## src/rtl/expu_pkg.sv

```systemverilog
// Shared definitions for the expu datapath: float layout, exponent bias,
// the +inf encoding and the accumulator FSM state type.
package expu_pkg;

    localparam int EXP_BITS   = 8;
    localparam int MANT_BITS  = 7;
    localparam int FLOAT_BITS = EXP_BITS + MANT_BITS + 1;

    function automatic int bias_of(input int exp_bits);
        return (1 << (exp_bits - 1)) - 1;
    endfunction

    localparam int BIAS = bias_of(EXP_BITS);

    typedef struct packed {
        logic                 sign;
        logic [EXP_BITS-1:0]  exp;
        logic [MANT_BITS-1:0] mant;
    } float_t;

    localparam float_t FLOAT_INF = '{sign: 1'b0, exp: '1, mant: '0};

    typedef enum logic [1:0] {
        ST_ACC  = 2'd0,
        ST_NORM = 2'd1,
        ST_OUT  = 2'd2
    } expu_acc_state_t;

endpackage

```

## src/rtl/expu_acc_if.sv

```systemverilog
// Input-beat and result handshake bundle of the expu accumulator.
// A beat moves on a clock edge where valid_i && ready_o; a result moves where valid_o && ready_i.
// The producer holds its payload steady while valid is high and unaccepted.
interface expu_acc_if
    import expu_pkg::*;
#(
    parameter int FLOAT_W = FLOAT_BITS
);
    logic               valid_i;
    logic               last_i;
    logic [FLOAT_W-1:0] float_i;
    logic               ready_o;
    logic               valid_o;
    logic               ready_i;
    logic [FLOAT_W-1:0] float_o;
    logic               sat_o;

    modport slave (
        input  valid_i, last_i, float_i, ready_i,
        output ready_o, valid_o, float_o, sat_o
    );

    modport master (
        output valid_i, last_i, float_i, ready_i,
        input  ready_o, valid_o, float_o, sat_o
    );
endinterface

```

## src/rtl/expu_acc_lzc.sv

```systemverilog
// Leading-one detector: index of the most significant set bit, plus an all-zero flag.
module expu_acc_lzc #(
    parameter  int WIDTH = 32,
    localparam int IDX_W = $clog2(WIDTH)
) (
    input  logic [WIDTH-1:0] in_i,
    output logic [IDX_W-1:0] idx_o,
    output logic             zero_o
);
    always_comb begin
        idx_o = '0;
        for (int i = 0; i < WIDTH; i++) begin
            if (in_i[i]) idx_o = IDX_W'(i);
        end
    end

    assign zero_o = ~|in_i;
endmodule

```

## src/rtl/expu_acc.sv

```systemverilog
// Saturating fixed-point running sum of bfloat16 beats; on the last beat the sum
// is renormalised to a float and offered on the result handshake.
module expu_acc
    import expu_pkg::*;
#(
    parameter int EXPONENT_BITS = 8,
    parameter int MANTISSA_BITS = 7,
    parameter int ACC_INT_BITS  = 16,
    parameter int ACC_FRAC_BITS = 16
) (
    input  logic            clk_i,
    input  logic            rst_ni,
    input  logic            clear_i,
    expu_acc_if.slave       bus,
    output expu_acc_state_t state_o
);
    localparam int FW     = EXPONENT_BITS + MANTISSA_BITS + 1;
    localparam int ACC_W  = ACC_INT_BITS + ACC_FRAC_BITS;
    localparam int BIAS_P = bias_of(EXPONENT_BITS);
    localparam int SIG_W  = MANTISSA_BITS + 1;
    localparam int WIDE_W = ACC_W + SIG_W;
    localparam int SH_W   = $clog2(WIDE_W);
    localparam int P_W    = $clog2(ACC_W);

    expu_acc_state_t    state_q;
    logic [ACC_W-1:0]   acc_q;
    logic               sat_q;
    logic               norm_phase_q;
    logic [P_W-1:0]     p_q;
    logic               zero_q;
    logic               ready_q;
    logic               valid_q;
    logic [FW-1:0]      float_q;
    logic               sat_out_q;

    logic                     in_sign;
    logic [EXPONENT_BITS-1:0] in_exp;
    logic [MANTISSA_BITS-1:0] in_mant;
    logic [SIG_W-1:0]         sig;
    logic signed [31:0]       sh;
    logic [31:0]              nsh;

    assign {in_sign, in_exp, in_mant} = bus.float_i;
    assign sig = {1'b1, in_mant};
    assign sh  = signed'(32'(in_exp)) - signed'(32'(BIAS_P + MANTISSA_BITS - ACC_FRAC_BITS));
    assign nsh = 32'(-sh);

    logic [WIDE_W-1:0] wide;
    logic [ACC_W-1:0]  conv;
    logic              conv_sat;

    // Beat to fixed point: left shifts that push bits past the accumulator top saturate.
    always_comb begin
        wide     = '0;
        conv     = '0;
        conv_sat = 1'b0;
        if (!in_sign && in_exp != '0) begin
            if (in_exp == '1) begin
                conv_sat = 1'b1;
            end else if (!sh[31]) begin
                if ($unsigned(sh) >= 32'(ACC_W)) begin
                    conv_sat = 1'b1;
                end else begin
                    wide     = WIDE_W'(sig) << sh[SH_W-1:0];
                    conv_sat = |wide[WIDE_W-1:ACC_W];
                    conv     = wide[ACC_W-1:0];
                end
            end else if (nsh <= 32'(MANTISSA_BITS)) begin
                conv = ACC_W'(sig >> nsh[SH_W-1:0]);
            end
        end
    end

    logic [ACC_W:0] sum;
    assign sum = {1'b0, acc_q} + {1'b0, conv};

    logic [P_W-1:0] lzc_idx;
    logic           lzc_zero;

    expu_acc_lzc #(.WIDTH(ACC_W)) u_lzc (
        .in_i   (acc_q),
        .idx_o  (lzc_idx),
        .zero_o (lzc_zero)
    );

    int                       p_int;
    logic [ACC_W-1:0]         aligned;
    logic [EXPONENT_BITS-1:0] norm_exp;
    logic [FW-1:0]            norm_float;

    // Bring the bits just below the leading one down to the mantissa field.
    always_comb begin
        p_int = int'(p_q);
        if (p_int >= MANTISSA_BITS) aligned = acc_q >> (p_int - MANTISSA_BITS);
        else                        aligned = acc_q << (MANTISSA_BITS - p_int);
        norm_exp = EXPONENT_BITS'(p_int - ACC_FRAC_BITS + BIAS_P);
        if (sat_q)       norm_float = {1'b0, {EXPONENT_BITS{1'b1}}, {MANTISSA_BITS{1'b0}}};
        else if (zero_q) norm_float = '0;
        else             norm_float = {1'b0, norm_exp, aligned[MANTISSA_BITS-1:0]};
    end

    // NORM spends two cycles: capture the leading-one position, then build the float.
    always_ff @(posedge clk_i) begin
        if (!rst_ni || clear_i) begin
            state_q      <= ST_ACC;
            acc_q        <= '0;
            sat_q        <= 1'b0;
            norm_phase_q <= 1'b0;
            p_q          <= '0;
            zero_q       <= 1'b1;
            ready_q      <= 1'b1;
            valid_q      <= 1'b0;
            float_q      <= '0;
            sat_out_q    <= 1'b0;
        end else begin
            case (state_q)
                ST_ACC: begin
                    if (bus.valid_i && ready_q) begin
                        if (conv_sat || sum[ACC_W]) begin
                            acc_q <= '1;
                            sat_q <= 1'b1;
                        end else begin
                            acc_q <= sum[ACC_W-1:0];
                        end
                        if (bus.last_i) begin
                            state_q <= ST_NORM;
                            ready_q <= 1'b0;
                        end
                    end
                end
                ST_NORM: begin
                    if (!norm_phase_q) begin
                        p_q          <= lzc_idx;
                        zero_q       <= lzc_zero;
                        norm_phase_q <= 1'b1;
                    end else begin
                        float_q      <= norm_float;
                        sat_out_q    <= sat_q;
                        valid_q      <= 1'b1;
                        norm_phase_q <= 1'b0;
                        state_q      <= ST_OUT;
                    end
                end
                ST_OUT: begin
                    if (bus.ready_i) begin
                        valid_q <= 1'b0;
                        ready_q <= 1'b1;
                        acc_q   <= '0;
                        sat_q   <= 1'b0;
                        state_q <= ST_ACC;
                    end
                end
                default: state_q <= ST_ACC;
            endcase
        end
    end

    assign bus.ready_o = ready_q;
    assign bus.valid_o = valid_q;
    assign bus.float_o = float_q;
    assign bus.sat_o   = sat_out_q;
    assign state_o     = state_q;
endmodule
```

## src/flat_wrapper.sv

```systemverilog
// flat-port wrapper written by rule: the top's interface ports become plain ports
module expu_acc_flat import expu_pkg::*;
#(
    parameter int EXPONENT_BITS = 8,
    parameter int MANTISSA_BITS = 7,
    parameter int ACC_INT_BITS  = 16,
    parameter int ACC_FRAC_BITS = 16
)
  (clk_i, rst_ni, clear_i, state_o, bus_valid_i, bus_last_i, bus_float_i, bus_ready_i, bus_ready_o, bus_valid_o, bus_float_o, bus_sat_o);
  expu_acc_if bus_i ();
  input  logic clk_i;
  input  logic rst_ni;
  input  logic clear_i;
  output expu_acc_state_t state_o;
  input wire logic [$bits(bus_i.valid_i)-1:0] bus_valid_i;
  input wire logic [$bits(bus_i.last_i)-1:0] bus_last_i;
  input wire logic [$bits(bus_i.float_i)-1:0] bus_float_i;
  input wire logic [$bits(bus_i.ready_i)-1:0] bus_ready_i;
  output wire logic [$bits(bus_i.ready_o)-1:0] bus_ready_o;
  output wire logic [$bits(bus_i.valid_o)-1:0] bus_valid_o;
  output wire logic [$bits(bus_i.float_o)-1:0] bus_float_o;
  output wire logic [$bits(bus_i.sat_o)-1:0] bus_sat_o;
  assign bus_i.valid_i = bus_valid_i;
  assign bus_i.last_i = bus_last_i;
  assign bus_i.float_i = bus_float_i;
  assign bus_i.ready_i = bus_ready_i;
  assign bus_ready_o = bus_i.ready_o;
  assign bus_valid_o = bus_i.valid_o;
  assign bus_float_o = bus_i.float_o;
  assign bus_sat_o = bus_i.sat_o;
  expu_acc #(.EXPONENT_BITS(EXPONENT_BITS), .MANTISSA_BITS(MANTISSA_BITS), .ACC_INT_BITS(ACC_INT_BITS), .ACC_FRAC_BITS(ACC_FRAC_BITS)) u_core (.clk_i(clk_i), .rst_ni(rst_ni), .clear_i(clear_i), .bus(bus_i), .state_o(state_o));
endmodule
```

## config.mk

```make
export PLATFORM = sky130hd
export DESIGN_NAME = expu_acc_flat
export DESIGN_NICKNAME = d
export VERILOG_FILES = /design/src/rtl/expu_pkg.sv /design/src/rtl/expu_acc_if.sv /design/src/rtl/expu_acc_lzc.sv /design/src/rtl/expu_acc.sv /design/src/flat_wrapper.sv
export SDC_FILE = /design/constraint.sdc
export NUM_CORES = 1
export LEC_CHECK = 0
export ABC_AREA = 1
export BUFFER_PORTS_ARGS = -buffer_cell sky130_fd_sc_hd__buf_2
export CAP_MARGIN = 20
export CORE_MARGIN = 2
export CORE_UTILIZATION = 47
export CTS_CLUSTER_SIZE = 30
export DETAILED_ROUTE_END_ITERATION = 8
export SLEW_MARGIN = 20
export SYNTH_ARGS = -nofsm -noshare
export SYNTH_HDL_FRONTEND = slang
export SYNTH_SLANG_ARGS = --single-unit
```

## constraint.sdc

```tcl
create_clock -name clk_i -period 5.5 [get_ports clk_i]
set_input_delay 0 -clock clk_i [delete_from_list [all_inputs] [get_ports clk_i]]
set_output_delay 0 -clock clk_i [all_outputs]
set_load 0.02 [all_outputs]
```

After elaboration in Yosys (flattened, before gate mapping)
Index checks and enable logic that the tools add are counted.
{"block": "totals", "regBits": 61, "out_inout_bits": 21, "wordCells": 116}
{"block": "op_classes", "n_addsub": 7, "magnitude_cmp": 3, "eq_ne": 8, "shifts": 4, "muxes": 63, "bitwise": 1, "reduce_logical": 20}
{"op": "$mux 32", "n": 8}
{"op": "$mux 5", "n": 30}
{"op": "$pmux 32 s2", "n": 1}
{"op": "$shl 8x6->40", "n": 1}
{"op": "$add 32x32->33", "n": 1}
{"op": "$ge 32x6->1 const B", "n": 1}
{"op": "$le 32x3->1 const B", "n": 1}
{"op": "$neg 32->32", "n": 1}
{"op": "$reduce_or 32->1", "n": 1}
{"op": "$shl 32x32->7", "n": 1}
{"op": "$shr 32x32->7", "n": 1}
{"op": "$shr 8x6->32", "n": 1}
{"op": "$mux 16", "n": 1}
{"op": "$mux 15", "n": 1}
{"op": "$mux 1", "n": 13}
{"op": "$reduce_and 4->1", "n": 3}
{"op": "$sub 8x7->9 const B", "n": 1}
{"op": "$add 8x8->8 const B", "n": 1}
{"op": "$eq 8x8->1 const B", "n": 1}
{"op": "$mux 2", "n": 4}
{"op": "$reduce_bool 8->1", "n": 1}
{"op": "$reduce_or 8->1", "n": 1}
{"op": "$mux 7", "n": 1}
{"op": "$ne 2x1->1 const B", "n": 3}
{"op": "other kinds (17)", "n": 27}

Logic depth before layout (Yosys ltp)
Gate-level depths: netlist of the first run.
{"block": "depth", "word_depth": 31, "mapped_depth": 38, "mapped_depth_nobuf": 38}

Cells and area by module
Synthesis of the first run repeated with hierarchy kept, for this count alone.
{"block": "hier_totals", "hier_cells": 1476, "hier_area_um2": 7977.7}
{"mod": "expu_acc", "instances": 1, "cells_each": 1370, "area_per_inst_um2": 7562.3, "seq_area_each_um2": 1201.2}
{"mod": "expu_acc_lzc", "instances": 1, "cells_each": 106, "area_per_inst_um2": 415.4, "seq_area_each_um2": 0.0}

Least setup slack after synthesis of the first run
No wires, ideal clock.
{"block": "synth_timing", "kind": "input-to-reg", "startpoint": "in bus_float_i[8]", "endpoint": "reg u_core.acc_q[24]", "setup_time_ns": 0.132, "t_arrival_ns": 4.701, "required_time_ns": 5.368, "setup_slack_ns": 0.666, "path_stages": 30, "n_path_buf": 1, "cell_sequence": "ha_1 -> inv_1 -> clkbuf_1 -> nand3_1 -> nor3_1 -> nand2_1 -> ha_1 -> nand2_1 -> nor4_1 -> nand2_1 -> a2111oi_2 -> nand2_1 -> inv_1 -> nand2_1 -> a21oi_1 -> ha_1 -> nand2_1 -> inv_1 -> o21a_1 -> nor2_1 -> o21ai_2 -> a21boi_2 -> o21ai_2 -> a21oi_1 -> o21ai_1 -> a21boi_0 -> o21ai_1 -> xor2_1 -> o21ai_0 -> a21oi_1"}
{"block": "synth_via", "elab_chain_len": 12, "word_cells_on_any_way": 24, "classes_between": "add/sub (3); order compare (2); eq/ne (1); shift (2); mux (12); reduce/logical (4)"}
{"item": "start, declared", "line_no": "flat_wrapper.sv:17", "rtl": "input wire logic [$bits(bus_i.float_i)-1:0] bus_float_i;"}
{"item": "$sub 8x7->9", "line_no": "expu_acc.sv:45", "rtl": "assign sh = signed'(32'(in_exp)) - signed'(32'(BIAS_P + MANTISSA_BITS - ACC_FRAC_BITS));"}
{"item": "$neg 32->32", "line_no": "expu_acc.sv:46", "rtl": "assign nsh = 32'(-sh);"}
{"item": "$le 32x3->1 or $shr 8x6->32 (tied branches)", "line_no": "expu_acc.sv:68, expu_acc.sv:69"}
{"item": "$mux 32", "line_no": "expu_acc.sv:68", "rtl": "end else if (nsh <= 32'(MANTISSA_BITS)) begin"}
{"item": "$mux 32", "line_no": "expu_acc.sv:60", "rtl": "end else if (!sh[31]) begin"}
{"item": "$mux 32", "line_no": "expu_acc.sv:58", "rtl": "if (in_exp == '1) begin"}
{"item": "$mux 32", "line_no": "expu_acc.sv:57", "rtl": "if (!in_sign && in_exp != '0) begin"}
{"item": "$add 32x32->33", "line_no": "expu_acc.sv:75", "rtl": "assign sum = {1'b0, acc_q} + {1'b0, conv};"}
{"item": "$logic_or 1x1->1", "line_no": "expu_acc.sv:119", "rtl": "if (conv_sat || sum[ACC_W]) begin"}
{"item": "$mux 32 (*)", "line_no": "expu_acc.sv:119"}
{"item": "$mux 32 (*)", "line_no": "expu_acc.sv:118", "rtl": "if (bus.valid_i && ready_q) begin"}
{"item": "$pmux 32 s2 (*)", "line_no": "expu_acc.sv:116", "rtl": "case (state_q)"}
{"item": "end signal, assigned", "line_no": "expu_acc.sv:123", "rtl": "acc_q <= sum[ACC_W-1:0];"}
{"item": "end, declared", "line_no": "expu_acc.sv:26", "rtl": "logic [ACC_W-1:0] acc_q;"}
Mark *: on every way between the ends. The rest lies on a longest branch, timed or not. The select of a mux whose other input is x is not followed.
A chain may end at the register's enable or synchronous reset.

Final worst setup path of the first run
{"block": "layout_timing", "startpoint": "in bus_float_i[8]", "endpoint": "reg u_core.acc_q[28]"}
The elaborated chain is that of the path after synthesis.

==> summary.md, run 1 <==
| Metric | Value |
|---|---|
| Slowest cell on crit path | `a2111oi_2` |
| Mapped Area | `7250 um^2` |
| Final Skew | `0.00754 ns` |
| Setup TNS | `0 ns` |
| Slew @ Worst Pin | `1.01 ns` |
| Initial drt markers | `585` |
| Pre-CTS setup slack | `0.282 ns` |
| Worst path arrival time | `5.11 ns` |
| Crit. Startpoint | `bus_float_i[8]` |
| CP most frequent cell | `nand2_1` |
| Placed Area | `7630 um^2` |
| Chip width | `128 um` |
| Worst EP required | `5.76 ns` |
| PortBufs | `41` |
| MaxCap Viol Count | `0` |
| Synthesis Warnings | `0` |
| Number of CTS-inserted buffers | `9` |
| Rel. slew slack | `32.4%` |
| Fmax achieved | `206 MHz` |
| Setup slack after layout | `0.647 ns` |
| Top_reg_cell synth | `dfxtp_1` |
| Fraction of layout cells with a size suffix above 1 | `8.43%` |
| Row count | `45` |
| Cell taking the most area after synthesis | `dfxtp_1` |
| Final min period | `4.85 ns` |
| Most frequent cell after synthesis | `nand2_1` |
| Hold path start | `clear_i` |
| Clk root buf | `clkbuf_16` |
| Clk sink count | `60` |
| Worst R2R Start | `u_core.p_q[1]` |
| Routed WL | `21300 um` |
| # diodes | `0` |
| Syn Inst Count | `1233` |
| Final setup vio count | `0` |
| Initial Utilization | `47.9%` |
| Vias per cell | `5.52` |
| Crit-path max FO | `5` |
| Post-Synth Simple-Gate Area | `28.5%` |
| Pwr dens | `168 nW/um^2` |
| DR pass1 iterations | `7` |
| Post-synth EDFFs | `0` |
| Io pins | `43` |
| Post-synth top area share | `16.6%` |
| Global Route Usage Sum | `26.4%` |
| Vias in the first global route | `7200` |
| Top delay family on crit path | `compound AO/OA/AOI/OAI gates` |
| Mapped Nets | `1304` |
| Finished Cell Area | `7930 um^2` |
| FFs w/ async S/R, synth | `0%` |
| Final nets | `1325` |
| Antenna-violating nets left | `0` |
| Final Hold Viols | `0` |
| Largest cells by area after synthesis | `dfxtp_1, nand2_1, o21ai_0` |
| Area of the core | `15100 um^2` |
| Most frequent cells after synthesis | `nand2_1, o21ai_0, inv_1, nor2_1, a21oi_1` |
| Synth cell types | `61` |
| Die height | `128 um` |
| Layout Area Growth over Synthesis | `9.34%` |
| Compound-Gate Fraction of Synth Area | `30.2%` |
| Post-synthesis mux area share | `0.690%` |
| Crit share post-route | `88.2%` |
| Vias | `7983` |
| DP HPWL | `17100 um` |
| R2R cell count | `9` |
| Buf/Inv on CP | `5` |
| Adder-Cell Fraction of Synth Area | `8.56%` |
| H-tree levels | `3` |
| Largest net degree at the start of global routing | `46` |
| Hold WC Path Type | `in2reg` |
| CTS tree | `built` |
| R2R Setup Slk | `1.89 ns` |
| Drt wl/cell | `14.7 um` |
| Hold depth | `4` |
| Clk buf depth | `2` |
| Hold Path End | `u_core.bus.ready_o` |
| Setup crit start kind | `input pin` |
| Gpl congestion | `0.915` |
| Slew Viols, Final | `0` |
| Critical Path Sink Type | `flip-flop` |
| Largest family of logic cells by synthesized area | `compound AO/OA/AOI/OAI gates` |
| Grt ovf | `0` |
| Clock slew at reported path FFs | `0.05 ns` |
| Worst vdd ir | `0.171 mV` |
| #FFs+latches synth | `60` |
| RSZ-0062 raised after global routing | `no` |
| WS Path Type | `in2reg` |
| Hold WS | `0.0976 ns` |
| Run status | `finished, final reports clean` |
| Latest clock arrival within the worst-skew pair | `0.33 ns` |
| First-pass GRT wire length | `35100 um` |
| Sequential-to-total area share from yosys stat | `16.6%` |
| Worst stage delay on the critical path | `0.32 ns` |
| R2r endpoint | `u_core.bus.float_o[3]` |
| Synth Area per Inst | `5.88 um^2` |
| Initial antenna violation count | `0` |
| DR DRC count | `0` |
| Die ar. | `16400 um^2` |
| P_leak | `3.60 nW` |
| XOR/XNOR Fraction of Synth Area | `4.70%` |
==> cell type report <==
type,instances,area (um^2)
Tap cell,188,235
Clock inverter,4,25.0
Sequential cell,60,1200
Inverter,143,543
Fill cell,1641,7220
Clock buffer,11,253
Multi-Input combinational cell,976,5270
Timing Repair Buffer,64,395
==> how the worst max path moves through the flow <==
stage | endpoint | depth (start not counted) | slack (ns)
global placement | u_core.acc_q[28] | 37 | 0.37
global route | u_core.acc_q[28] | 37 | 0.06
detailed placement | u_core.acc_q[28] | 37 | 0.28
floorplan | u_core.acc_q[24] | 30 | 0.67
finish | u_core.acc_q[28] | 37 | 0.65
CTS | u_core.acc_q[28] | 37 | 0.63
==> worst reg2reg max path: cells and delay by family, from the launching register on <==
kind                       cells  cell delay [ns]
buffers and inverters          3             1.14
AOI/OAI and AO/OA              4             1.13
DFF                            1             0.63
adders and majority gates      1             0.33
and+or+nand+nor                1             0.28
==> repair_timing <==
item	4_1_cts	5_1_grt
hold buffers	2	0
hold endpoints to repair	2	0
resized for setup	0	0
buffers inserted	0	0
==> power by group <==
part	total [mW]	internal [mW]	leakage [nW]	switching, mW
Sequential	0.459	0.444	0.485	0.0144
Combinational	0.340	0.111	2.98	0.229
Clock	0.530	0.325	0.133	0.205
==> logic make-up after synthesis <==
logic type / after synthesis
simple gates: 511
compound gates: 372
buf+inv: 197
flops: 60
fa+ha+maj: 49
xor+xnor: 38
mux: 5
other cells: 1
==> through the flow <==
step                std cells  utilization [%]  power (mW)
finish                   1446             52.3        1.33
global route             1446             52.3        1.40
CTS                      1446             52.3        1.33
detailed placement       1429             50.4       0.803
global placement         1429             50.4       0.805
floorplan                1233                -       0.710
==> state kept, by name, summed over array words and instances (netlist names) <==
name	flops
u_core.acc_q	32
u_core.bus.float_o	15
u_core.p_q	5
u_core.state_o	2
u_core.bus.ready_o	1
u_core.bus.sat_o	1
u_core.bus.valid_o	1
u_core.norm_phase_q	1
u_core.sat_q	1
u_core.zero_q	1
==> routing by layer <==
layer | vias up | routed length, um | track usage, %
li1 | 4196 | - | -
met1 | 3602 | 10200 | 34.9
met2 | 150 | 9790 | 44.6
met3 | 35 | 719 | 3.21
met4 | 0 | 589 | 8.79
met5 | - | 0 | 0
==> placed cells by master (no fill, tap or decap), types with 6 or more instances in the layout <==
master / synthesis / final
a21oi_1: 107 / 107
a31oi_1: 26 / 26
buf_2: 9 / 41
buf_4: 4 / 20
clkbuf_16: 0 / 9
dfxtp_1: 60 / 60
ha_1: 48 / 48
inv_1: 134 / 134
inv_2: 6 / 6
nand2_1: 308 / 308
nand3_1: 40 / 40
nand4_1: 6 / 6
nor2_1: 130 / 130
nor3_1: 14 / 13
o211ai_1: 16 / 16
o21a_1: 9 / 9
o21ai_0: 140 / 140
o21ai_1: 12 / 12
xnor2_1: 12 / 12
xor2_1: 25 / 25
Power figures use the tool's default switching activity.
==> inputs of run 2 (changes only) <==
--- a/config.mk
+++ b/config.mk
@@ -15,4 +15,5 @@
 export SLEW_MARGIN = 20
 export SYNTH_ARGS = -nofsm -noshare
 export SYNTH_HDL_FRONTEND = slang
+export SYNTH_HIERARCHICAL = 1
 export SYNTH_SLANG_ARGS = --single-unit
==> summary.md, run 2 <==
| Metric | Value |
|---|---|
| Final nets | `1560` |
| Chip width | `134 um` |
| Fraction of layout cells with a size suffix above 1 | `7.23%` |
| Post-synth top area share | `23.8%` |
| Slew @ Worst Pin | `0.997 ns` |
| Worst EP required | `5.73 ns` |
| Placed Area | `8310 um^2` |
| Final min period | `4.84 ns` |
| Die height | `134 um` |
| R2R Setup Slk | `2.30 ns` |
| Pwr dens | `169 nW/um^2` |
| Crit share post-route | `88.1%` |
| Grt ovf | `0` |
| Register area | `1200 um^2` |
| Routed WL | `25800 um` |
| Worst vdd ir | `0.161 mV` |
| Number of CTS-inserted buffers | `9` |
| PortBufs | `41` |
| Syn Inst Count | `1476` |
| Most frequent cell after synthesis | `nand2_1` |
| WS Path Type | `in2reg` |
| Highest metal used | `met4` |
| Initial antenna violation count | `0` |
| Top reg by flops | `u_core/acc_q` |
| Setup crit start kind | `input pin` |
| Mapped Nets | `1547` |
| RSZ-0062 raised after global routing | `no` |
| Multi-input gate area | `5950 um^2` |
| Final Skew | `0.00848 ns` |
| Synth Area per Inst | `5.40 um^2` |
| Vias per cell | `5.45` |
| Finished Cell Area | `8660 um^2` |
| Most frequent cells in the layout | `nand2_1, nor2_1, inv_1, nand3_1, a21oi_1` |
| Pre-CTS setup slack | `0.235 ns` |
| Initial Utilization | `48.1%` |
| Crit-path max FO | `33` |
| Cell taking the most area after synthesis | `nand2_1` |
| CP most frequent cell | `nand2_1` |
| P_leak | `4.13 nW` |
| Largest net degree at the start of global routing | `46` |
| Hold path start | `clear_i` |
| Latest clock arrival within the worst-skew pair | `0.33 ns` |
| Worst R2R Start | `u_core/p_q[0]` |
| Die ar. | `18000 um^2` |
| Area of the core | `16600 um^2` |
| Fmax achieved | `206 MHz` |
| DR pass1 iterations | `6` |
| Worst path arrival time | `5.07 ns` |
| Io pins | `43` |
| Clk root buf | `clkbuf_16` |
| First-pass GRT wire length | `42200 um` |
| Commonest non-fill, non-tap cell in the layout | `nand2_1` |
| Run status | `finished, final reports clean` |
| Routed wl met3 | `1290 um` |
| Clock slew at reported path FFs | `0.05 ns` |
| MaxCap Viol Count | `0` |
| Vias | `9341` |
| Sequential-to-total area share from yosys stat | `15.1%` |
| Final core occ | `52.2%` |
| CTS tree | `built` |
| DR DRC count | `0` |
| Post-synth EDFFs | `0` |
| Mapped Area | `7980 um^2` |
| Row count | `47` |
| Top_reg_cell synth | `dfxtp_1` |
| H-tree levels | `3` |
| # diodes | `0` |
| Buf/Inv on CP | `3` |
| Antenna-violating nets left | `0` |
| Worst stage delay on the critical path | `0.51 ns` |
| Vias in the first global route | `8345` |
| Gpl congestion | `0.988` |
| Global Route Usage Sum | `28.9%` |
| Synth cell types | `53` |
| Layout Area Growth over Synthesis | `8.53%` |
| R2R cell count | `13` |
| FFs w/ async S/R, synth | `0%` |
| Clk buf depth | `2` |
| Hold WC Path Type | `in2reg` |
| Cell total after placement | `1697` |
| Rel. slew slack | `33.1%` |
| Most frequent cells after synthesis | `nand2_1, nor2_1, inv_1, nand3_1, a21oi_1` |
| Non-filler cells, final | `1713` |
| Drt wl/cell | `15.1 um` |
| Critical Path Sink Type | `flip-flop` |
| Hold Path End | `u_core/bus.ready_o` |
| Total Power | `1.47 mW` |
| #FFs+latches synth | `60` |
| Metal2 WL | `11900 um` |
| Setup TNS | `0 ns` |
| DP HPWL | `20700 um` |
| Hold WS | `0.0844 ns` |
| Top delay family on crit path | `simple AND/OR/NAND/NOR gates` |
| Slew Viols, Final | `0` |
| Post-Route M1 WL | `11900 um` |
| R2r endpoint | `u_core/bus.float_o[6]` |
| Final setup vio count | `0` |
| Setup slack after layout | `0.657 ns` |
| Max FFs per register | `32` |
| Setup bufs post-CTS | `0` |
| Final Hold Viols | `0` |
| Initial drt markers | `756` |
| Clk sink count | `60` |
| Largest cells by area after synthesis | `nand2_1, dfxtp_1, nand3_1` |
| Slowest cell on crit path | `ha_1` |
| Fillers | `1830` |
| Hold depth | `4` |
| Synthesis Warnings | `6` |
run 2: worst max-delay path by stage:
| stage | start | end | slack (ns) | depth (start not counted) |
|---|---|---|---|---|
| 2_1_floorplan | bus_float_i[7] | u_core/acc_q[10] | 1.47 | 30 |
| 3_3_place_gp | bus_float_i[8] | u_core/acc_q[23] | 0.38 | 32 |
| 3_5_place_dp | bus_float_i[8] | u_core/acc_q[11] | 0.23 | 32 |
| 4_1_cts | bus_float_i[8] | u_core/acc_q[11] | 0.58 | 32 |
| 5_1_grt | bus_float_i[8] | u_core/acc_q[21] | 0.12 | 32 |
| 6_report | bus_float_i[8] | u_core/acc_q[11] | 0.66 | 32 |
run 2: cell families after synthesis:
family,after synthesis,share of synthesized area [%]
flops,60,15.1
fa+ha+maj,49,7.78
simple gates,848,44.2
buf+inv,212,10.4
other cells,1,0.0470
xor+xnor,27,3.39
compound gates,279,19.1
run 2: final cells by class:
type | count | area share [%]
Multi-Input combinational cell | 1204 | 68.7
Tap cell | 220 | 3.18
Clock inverter | 3 | 0.795
Timing Repair Buffer | 52 | 3.35
Sequential cell | 60 | 13.9
Clock buffer | 12 | 3.08
Inverter | 162 | 7.04
run 2: worst min-delay path: cells and delay by family:
kind,cells,cell delay (ns)
buffers and inverters,2,0.25
and+or+nand+nor,2,0.12
run 2: where the power goes:
group | internal, mW | total [mW] | leakage, nW | switching [mW]
Combinational | 0.117 | 0.369 | 3.48 | 0.252
Sequential | 0.444 | 0.462 | 0.485 | 0.0178
Clock | 0.432 | 0.636 | 0.165 | 0.204
Total | 0.993 | 1.47 | 4.13 | 0.474
run 2: timing repair:
action / CTS / global route
hold buffers: 1 / 0
setup endpoints to repair: 0 / 1
hold endpoints to repair: 2 / 0
resized for setup: 0 / 1
run 2: routing by layer:
metal  vias to the layer above  GRT usage (%)
met4                         0           9.88
li1                       4842              -
met2                       275           47.9
met3                        43           2.53
met1                      4181           39.3
met5                         -              0
